$ cat src/rtl/serial_adder_pkg.sv
// Shared types and helpers for the digit-serial adder.
// Holds the FSM state type and the counter-width helper.
package serial_adder_pkg;

    typedef enum logic [1:0] {
        IDLE = 2'd0,
        RUN  = 2'd1,
        DONE = 2'd2
    } sa_state_t;

    // Counter width for n steps, never below one bit.
    function automatic int clog2_min1(input int n);
        return (n <= 2) ? 1 : $clog2(n);
    endfunction

endpackage

$ cat src/rtl/serial_adder_if.sv
// Operand/result handshake bundle for serial_adder.
// Ports: in_valid/in_ready/a/b/cin in, out_valid/out_ready/sum/cout[/ovf] out.
interface serial_adder_if #(
    parameter int WIDTH = 32
);
    logic             in_valid;
    logic             in_ready;
    logic [WIDTH-1:0] a;
    logic [WIDTH-1:0] b;
    logic             cin;
    logic             out_valid;
    logic             out_ready;
    logic [WIDTH-1:0] sum;
    logic             cout;
`ifdef SERIAL_ADDER_OVF_EN
    logic             ovf;
`endif

    modport master (
        output in_valid, a, b, cin, out_ready,
`ifdef SERIAL_ADDER_OVF_EN
        input  ovf,
`endif
        input  in_ready, out_valid, sum, cout
    );

    modport slave (
        input  in_valid, a, b, cin, out_ready,
`ifdef SERIAL_ADDER_OVF_EN
        output ovf,
`endif
        output in_ready, out_valid, sum, cout
    );

endinterface

$ cat src/rtl/serial_adder_digit_adder.sv
// Combinational ripple of DIGIT full-adder cells.
// Ports: a, b, cin in; sum, cout, c_msb (carry into top bit) out.
module digit_adder #(
    parameter int DIGIT = 4
) (
    input  logic [DIGIT-1:0] a,
    input  logic [DIGIT-1:0] b,
    input  logic             cin,
    output logic [DIGIT-1:0] sum,
    output logic             cout,
    output logic             c_msb
);
    logic [DIGIT:0] w_c;

    always_comb begin
        w_c    = '0;
        sum    = '0;
        w_c[0] = cin;
        for (int i = 0; i < DIGIT; i++) begin
            sum[i]   = a[i] ^ b[i] ^ w_c[i];
            w_c[i+1] = (a[i] & b[i]) | (w_c[i] & (a[i] ^ b[i]));
        end
    end

    assign cout  = w_c[DIGIT];
    assign c_msb = w_c[DIGIT-1];

endmodule

$ cat src/rtl/serial_adder.sv
// Digit-serial adder: WIDTH-bit a+b+cin, DIGIT bits per cycle.
// Ports: clk, rst (sync, active high), bus (serial_adder_if.slave). Option: SERIAL_ADDER_OVF_EN adds ovf.
module serial_adder
    import serial_adder_pkg::*;
#(
    parameter int WIDTH = 32,
    parameter int DIGIT = 4
) (
    input logic           clk,
    input logic           rst,
    serial_adder_if.slave bus
);
    localparam int N  = WIDTH / DIGIT;
    localparam int CW = clog2_min1(N);
    localparam logic [CW-1:0] LAST = CW'(N - 1);

    sa_state_t        r_state;
    logic [WIDTH-1:0] r_a;
    logic [WIDTH-1:0] r_b;
    logic [WIDTH-1:0] r_acc;
    logic [WIDTH-1:0] r_sum;
    logic             r_carry;
    logic             r_cout;
    logic             r_in_ready;
    logic             r_out_valid;
    logic [CW-1:0]    r_cnt;

    logic [DIGIT-1:0]       w_dsum;
    logic                   w_dcout;
    logic [WIDTH+DIGIT-1:0] w_cat;
    logic [WIDTH-1:0]       w_acc_next;

`ifdef SERIAL_ADDER_OVF_EN
    logic w_dmsb;
    logic r_ovf;
`else
    logic w_msb_unused;
`endif

    digit_adder #(.DIGIT(DIGIT)) u_digit (
        .a     (r_a[DIGIT-1:0]),
        .b     (r_b[DIGIT-1:0]),
        .cin   (r_carry),
        .sum   (w_dsum),
        .cout  (w_dcout),
`ifdef SERIAL_ADDER_OVF_EN
        .c_msb (w_dmsb)
`else
        .c_msb (w_msb_unused)
`endif
    );

    // New digit enters at the top; after N steps the LSB digit sits at bit 0.
    assign w_cat      = {w_dsum, r_acc};
    assign w_acc_next = w_cat[WIDTH+DIGIT-1:DIGIT];

    always_ff @(posedge clk) begin
        if (rst) begin
            r_state     <= IDLE;
            r_a         <= '0;
            r_b         <= '0;
            r_acc       <= '0;
            r_sum       <= '0;
            r_carry     <= 1'b0;
            r_cout      <= 1'b0;
            r_in_ready  <= 1'b1;
            r_out_valid <= 1'b0;
            r_cnt       <= '0;
`ifdef SERIAL_ADDER_OVF_EN
            r_ovf       <= 1'b0;
`endif
        end else begin
            unique case (r_state)
                IDLE: begin
                    if (bus.in_valid) begin
                        r_a        <= bus.a;
                        r_b        <= bus.b;
                        r_carry    <= bus.cin;
                        r_cnt      <= '0;
                        r_in_ready <= 1'b0;
                        r_state    <= RUN;
                    end
                end
                RUN: begin
                    r_acc   <= w_acc_next;
                    r_a     <= r_a >> DIGIT;
                    r_b     <= r_b >> DIGIT;
                    r_carry <= w_dcout;
                    r_cnt   <= r_cnt + 1'b1;
                    if (r_cnt == LAST) begin
                        r_sum       <= w_acc_next;
                        r_cout      <= w_dcout;
`ifdef SERIAL_ADDER_OVF_EN
                        // Last digit's top cell is bit WIDTH-1.
                        r_ovf       <= w_dmsb ^ w_dcout;
`endif
                        r_out_valid <= 1'b1;
                        r_state     <= DONE;
                    end
                end
                DONE: begin
                    if (bus.out_ready) begin
                        r_out_valid <= 1'b0;
                        r_in_ready  <= 1'b1;
                        r_state     <= IDLE;
                    end
                end
                default: r_state <= IDLE;
            endcase
        end
    end

    assign bus.in_ready  = r_in_ready;
    assign bus.out_valid = r_out_valid;
    assign bus.sum       = r_sum;
    assign bus.cout      = r_cout;
`ifdef SERIAL_ADDER_OVF_EN
    assign bus.ovf       = r_ovf;
`endif

endmodule

$ cat src/flat_wrapper.sv
// flat-port wrapper written by rule: the top's interface ports become plain ports
module serial_adder_flat import serial_adder_pkg::*;
#(
    parameter int WIDTH = 32,
    parameter int DIGIT = 4
)
  (clk, rst, bus_in_valid, bus_a, bus_b, bus_cin, bus_out_ready, bus_in_ready, bus_out_valid, bus_sum, bus_cout);
  serial_adder_if #(.WIDTH(WIDTH)) bus_i ();
  input logic clk;
  input logic rst;
  input wire logic [$bits(bus_i.in_valid)-1:0] bus_in_valid;
  input wire logic [$bits(bus_i.a)-1:0] bus_a;
  input wire logic [$bits(bus_i.b)-1:0] bus_b;
  input wire logic [$bits(bus_i.cin)-1:0] bus_cin;
  input wire logic [$bits(bus_i.out_ready)-1:0] bus_out_ready;
  output wire logic [$bits(bus_i.in_ready)-1:0] bus_in_ready;
  output wire logic [$bits(bus_i.out_valid)-1:0] bus_out_valid;
  output wire logic [$bits(bus_i.sum)-1:0] bus_sum;
  output wire logic [$bits(bus_i.cout)-1:0] bus_cout;
  assign bus_i.in_valid = bus_in_valid;
  assign bus_i.a = bus_a;
  assign bus_i.b = bus_b;
  assign bus_i.cin = bus_cin;
  assign bus_i.out_ready = bus_out_ready;
  assign bus_in_ready = bus_i.in_ready;
  assign bus_out_valid = bus_i.out_valid;
  assign bus_sum = bus_i.sum;
  assign bus_cout = bus_i.cout;
  serial_adder #(.WIDTH(WIDTH), .DIGIT(DIGIT)) u_core (.clk(clk), .rst(rst), .bus(bus_i));
endmodule
$ cat config.mk
export PLATFORM = sky130hd
export DESIGN_NAME = serial_adder_flat
export DESIGN_NICKNAME = d
export VERILOG_FILES = /design/src/rtl/serial_adder_pkg.sv /design/src/rtl/serial_adder_if.sv /design/src/rtl/serial_adder_digit_adder.sv /design/src/rtl/serial_adder.sv /design/src/flat_wrapper.sv
export SDC_FILE = /design/constraint.sdc
export NUM_CORES = 1
export LEC_CHECK = 0
export ABC_CLOCK_PERIOD_IN_PS = 6700
export BUFFER_PORTS_ARGS = -buffer_cell sky130_fd_sc_hd__buf_2
export CAP_MARGIN = 5
export CORE_AREA = 2 2 97 99
export DETAILED_ROUTE_END_ITERATION = 8
export DIE_AREA = 0 0 99 101
export PLACE_DENSITY_LB_ADDON = 0.1
export SYNTH_ARGS = -nofsm -noshare
export SYNTH_HDL_FRONTEND = slang
export SYNTH_SLANG_ARGS = --single-unit
export TNS_END_PERCENT = 30
$ cat constraint.sdc
create_clock -name clk -period 6.7 [get_ports clk]
set_input_delay 1.34 -clock clk [delete_from_list [all_inputs] [get_ports clk]]
set_output_delay 1.34 -clock clk [all_outputs]
set_load 0.01 [all_outputs]
==> impl_metrics.toml <==
[critical_path]
crit_family = "flip-flops"
cp_data_arrival_time_ps = 1010
crit_buf_inv = 1
cp-start-kind = "flip-flop"
crit_required_ps = 5360
path_cells = "buf_2"
end_kind = "primary output"
crit_type = "flip-flop to primary output"
slowest_stage = "dfxtp_1"
path_max_fanout = 2
cpPeakStageDelay_ps = 360

[die]
die_area_um2 = 9999
die_w_um = 99
start_util_pct = 56.99
coreArea_um2 = 8977
rows = 35
die_h_um = 101
io_pins = 104

[clock_tree]
cts.sinks = 133
cts_tree = "built"
cts_buffers = 17
clockBufferDepth = 2
hold_buffers = 0
clock_latency_ps = 510
htree_levels = 4
cts_setup_buffers = 0
cts_resized = 0
cts-root-buf = "clkbuf_8"
clkSlewWorstSetupHoldPaths_ps = 60

[timing]
period_share_pct = 35.12
maxSlewViolCount = 0
fin_hold_ws_ps = 448.7
max_slew_margin_pct = 21.67
rsz0062_at_grt = "no"
fin_skew_ps = 6.960
hold_violations = 0
timing.fmax_ghz = 0.4250
setup_violations = 0
fin_setup_tns_ps = 0
fin_ws_ps = 4347
worstMarginPinSlew_ps = 1171
layout_min_cycle_time_ps = 2353

[power_and_ir_drop]
clkPwrFrac_pct = 47.8
internal-power_mw = 1.496
switching_power_uw = 458.0
pwr-share-comb_pct = 8.2
p_leak_nw = 2.614
peakVddDrop_mv = 0.1851
swShare_pct = 23.44
seqPwrFrac_pct = 43.9
power.density_nw_per_um2 = 317.7

[place]
dp_slack_ps = 3841
globalplace.congestion = 0.7990
numPortBuffers = 103
place_area_um2 = 5540
hpwl_mm = 6.807

[routing]
wirelength_mm = 11.06
drt_iter0_markers = 149
viasPerCell = 5.259
avgRoutedWirePerCell_um = 13.07
drc_errors = 0
vias = 4449
ant_nets = 0
dr.pass1.iters = 4

[finish]
final_common_cell = "nor2_1"
fin_area_um2 = 6150
fin_nets = 797
utilization_pct = 68.50
area_delta_synth_final_pct = 20.20
final_cell_mix = "178 x nor2_1, 133 x dfxtp_1, 114 x nand2_1"
drive_above_1_share_pct = 19.59
n_antenna_cell = 0

[logic_synthesis]
synth_area_um2 = 5116
yosysWarningCount = 0
synth.distinct_cells = 29
synth_seq_cells = 133
avgSynthCellArea_um2 = 7.920
synth_seq_area_share_pct = 52.04
syn_nets = 721
synth_cells = 646

[global_routing]
grt_max_degree = 107
antenna_found_initial = 0
gr-usage-all-layers_pct = 22.83
grt_overflow = 0
grt_pass1_wl_mm = 18.33
grt_pass1_vias = 4289

[outcome]
status = "finished, final reports clean"

[worst_hold_path]
hp-class = "flip-flop to flip-flop"

[run]
maxCapViolations = 0
==> final timing paths <==
kind	from	to	slack, ps	cells after the start
setup / recovery	u_core.bus.cout$_SDFFE_PP0P_	bus_cout	4350	1
hold / removal	u_core.bus.sum[17]$_SDFFE_PP0P_	u_core.bus.sum[17]$_SDFFE_PP0P_	450	2
hold reg to reg	u_core.bus.sum[17]$_SDFFE_PP0P_	u_core.bus.sum[17]$_SDFFE_PP0P_	450	2
setup reg to reg	u_core.r_carry$_SDFFE_PP0P_	u_core.r_acc[31]$_SDFFE_PP0P_	4420	8
==> synth_stat cells (all sizes together) <==
cell type	instances	share of area, %
nand2	114	8.4
o221a	1	0.22
fa	4	1.6
nor2	178	13
nand3b	1	0.15
a211oi	5	0.73
buf	35	4.1
o21ba	1	0.20
o21bai	2	0.29
a2111oi	4	0.98
or3b	1	0.22
mux2i	1	0.20
clkbuf	15	1.1
nand2b	2	0.24
and3b	1	0.17
nor4	52	6.4
o21ai	5	0.49
a21oi	64	6.3
inv	9	0.66
nor3b	2	0.29
ha	2	0.49
dfxtp	133	52
nor2b	3	0.37
a22oi	7	1.0
nand3	4	0.39
==> logic make-up (layout without fill, tap and decap cells) <==
group,count (synthesis),count (layout),share of synthesized area [%]
compound gates,89,89,10.20
fa+ha+maj,6,6,2.054
buf+inv,59,148,5.894
flops,133,133,52.04
mux,1,1,0.1957
simple gates,358,358,29.62
==> registers in the layout, indices dropped and copies added (netlist names), 2 cells and up <==
name            cells
u_core.r_state      2
u_core.r_acc       28
u_core.r_cnt        3
u_core.r_b         32
u_core.r_a         32
u_core.bus.sum     32
==> layer usage <==
| layer | GRT usage [%] | vias to the layer above | part of all wire [%] |
|---|---|---|---|
| met5 | 0 | - | 0 |
| met4 | 10.64 | 0 | 1.6 |
| met3 | 5.409 | 13 | 4.2 |
| met2 | 40.12 | 98 | 50 |
| met1 | 26.30 | 2045 | 45 |
| li1 | - | 2293 | - |
==> power by group through the flow <==
stage / Combinational (mW) / Sequential [mW] / Clock (mW)
after floorplan: 0.123 / 0.868 / 0
after global placement: 0.156 / 0.874 / 0
after detailed placement: 0.160 / 0.875 / 0
after CTS: 0.162 / 0.858 / 0.948
after global routing: 0.183 / 0.863 / 0.983
final: 0.161 / 0.858 / 0.935
==> metrics by stage <==
step                      power [mW]  cells
after floorplan               0.9912    646
after global placement         1.030    814
after detailed placement       1.035    814
after CTS                      1.968    846
final                          1.954    846
after global routing           2.029    846
==> cell type report <==
type | instances | area [um2]
fillers | 771 | 2828
clock buffers | 22 | 462.9
flip-flops and latches | 133 | 2663
clock inverters | 10 | 146.4
multi-input cells | 454 | 2157
repair buffers | 107 | 548.0
inverters | 9 | 33.78
well taps | 111 | 138.9
(Power assumes the default switching activity.)
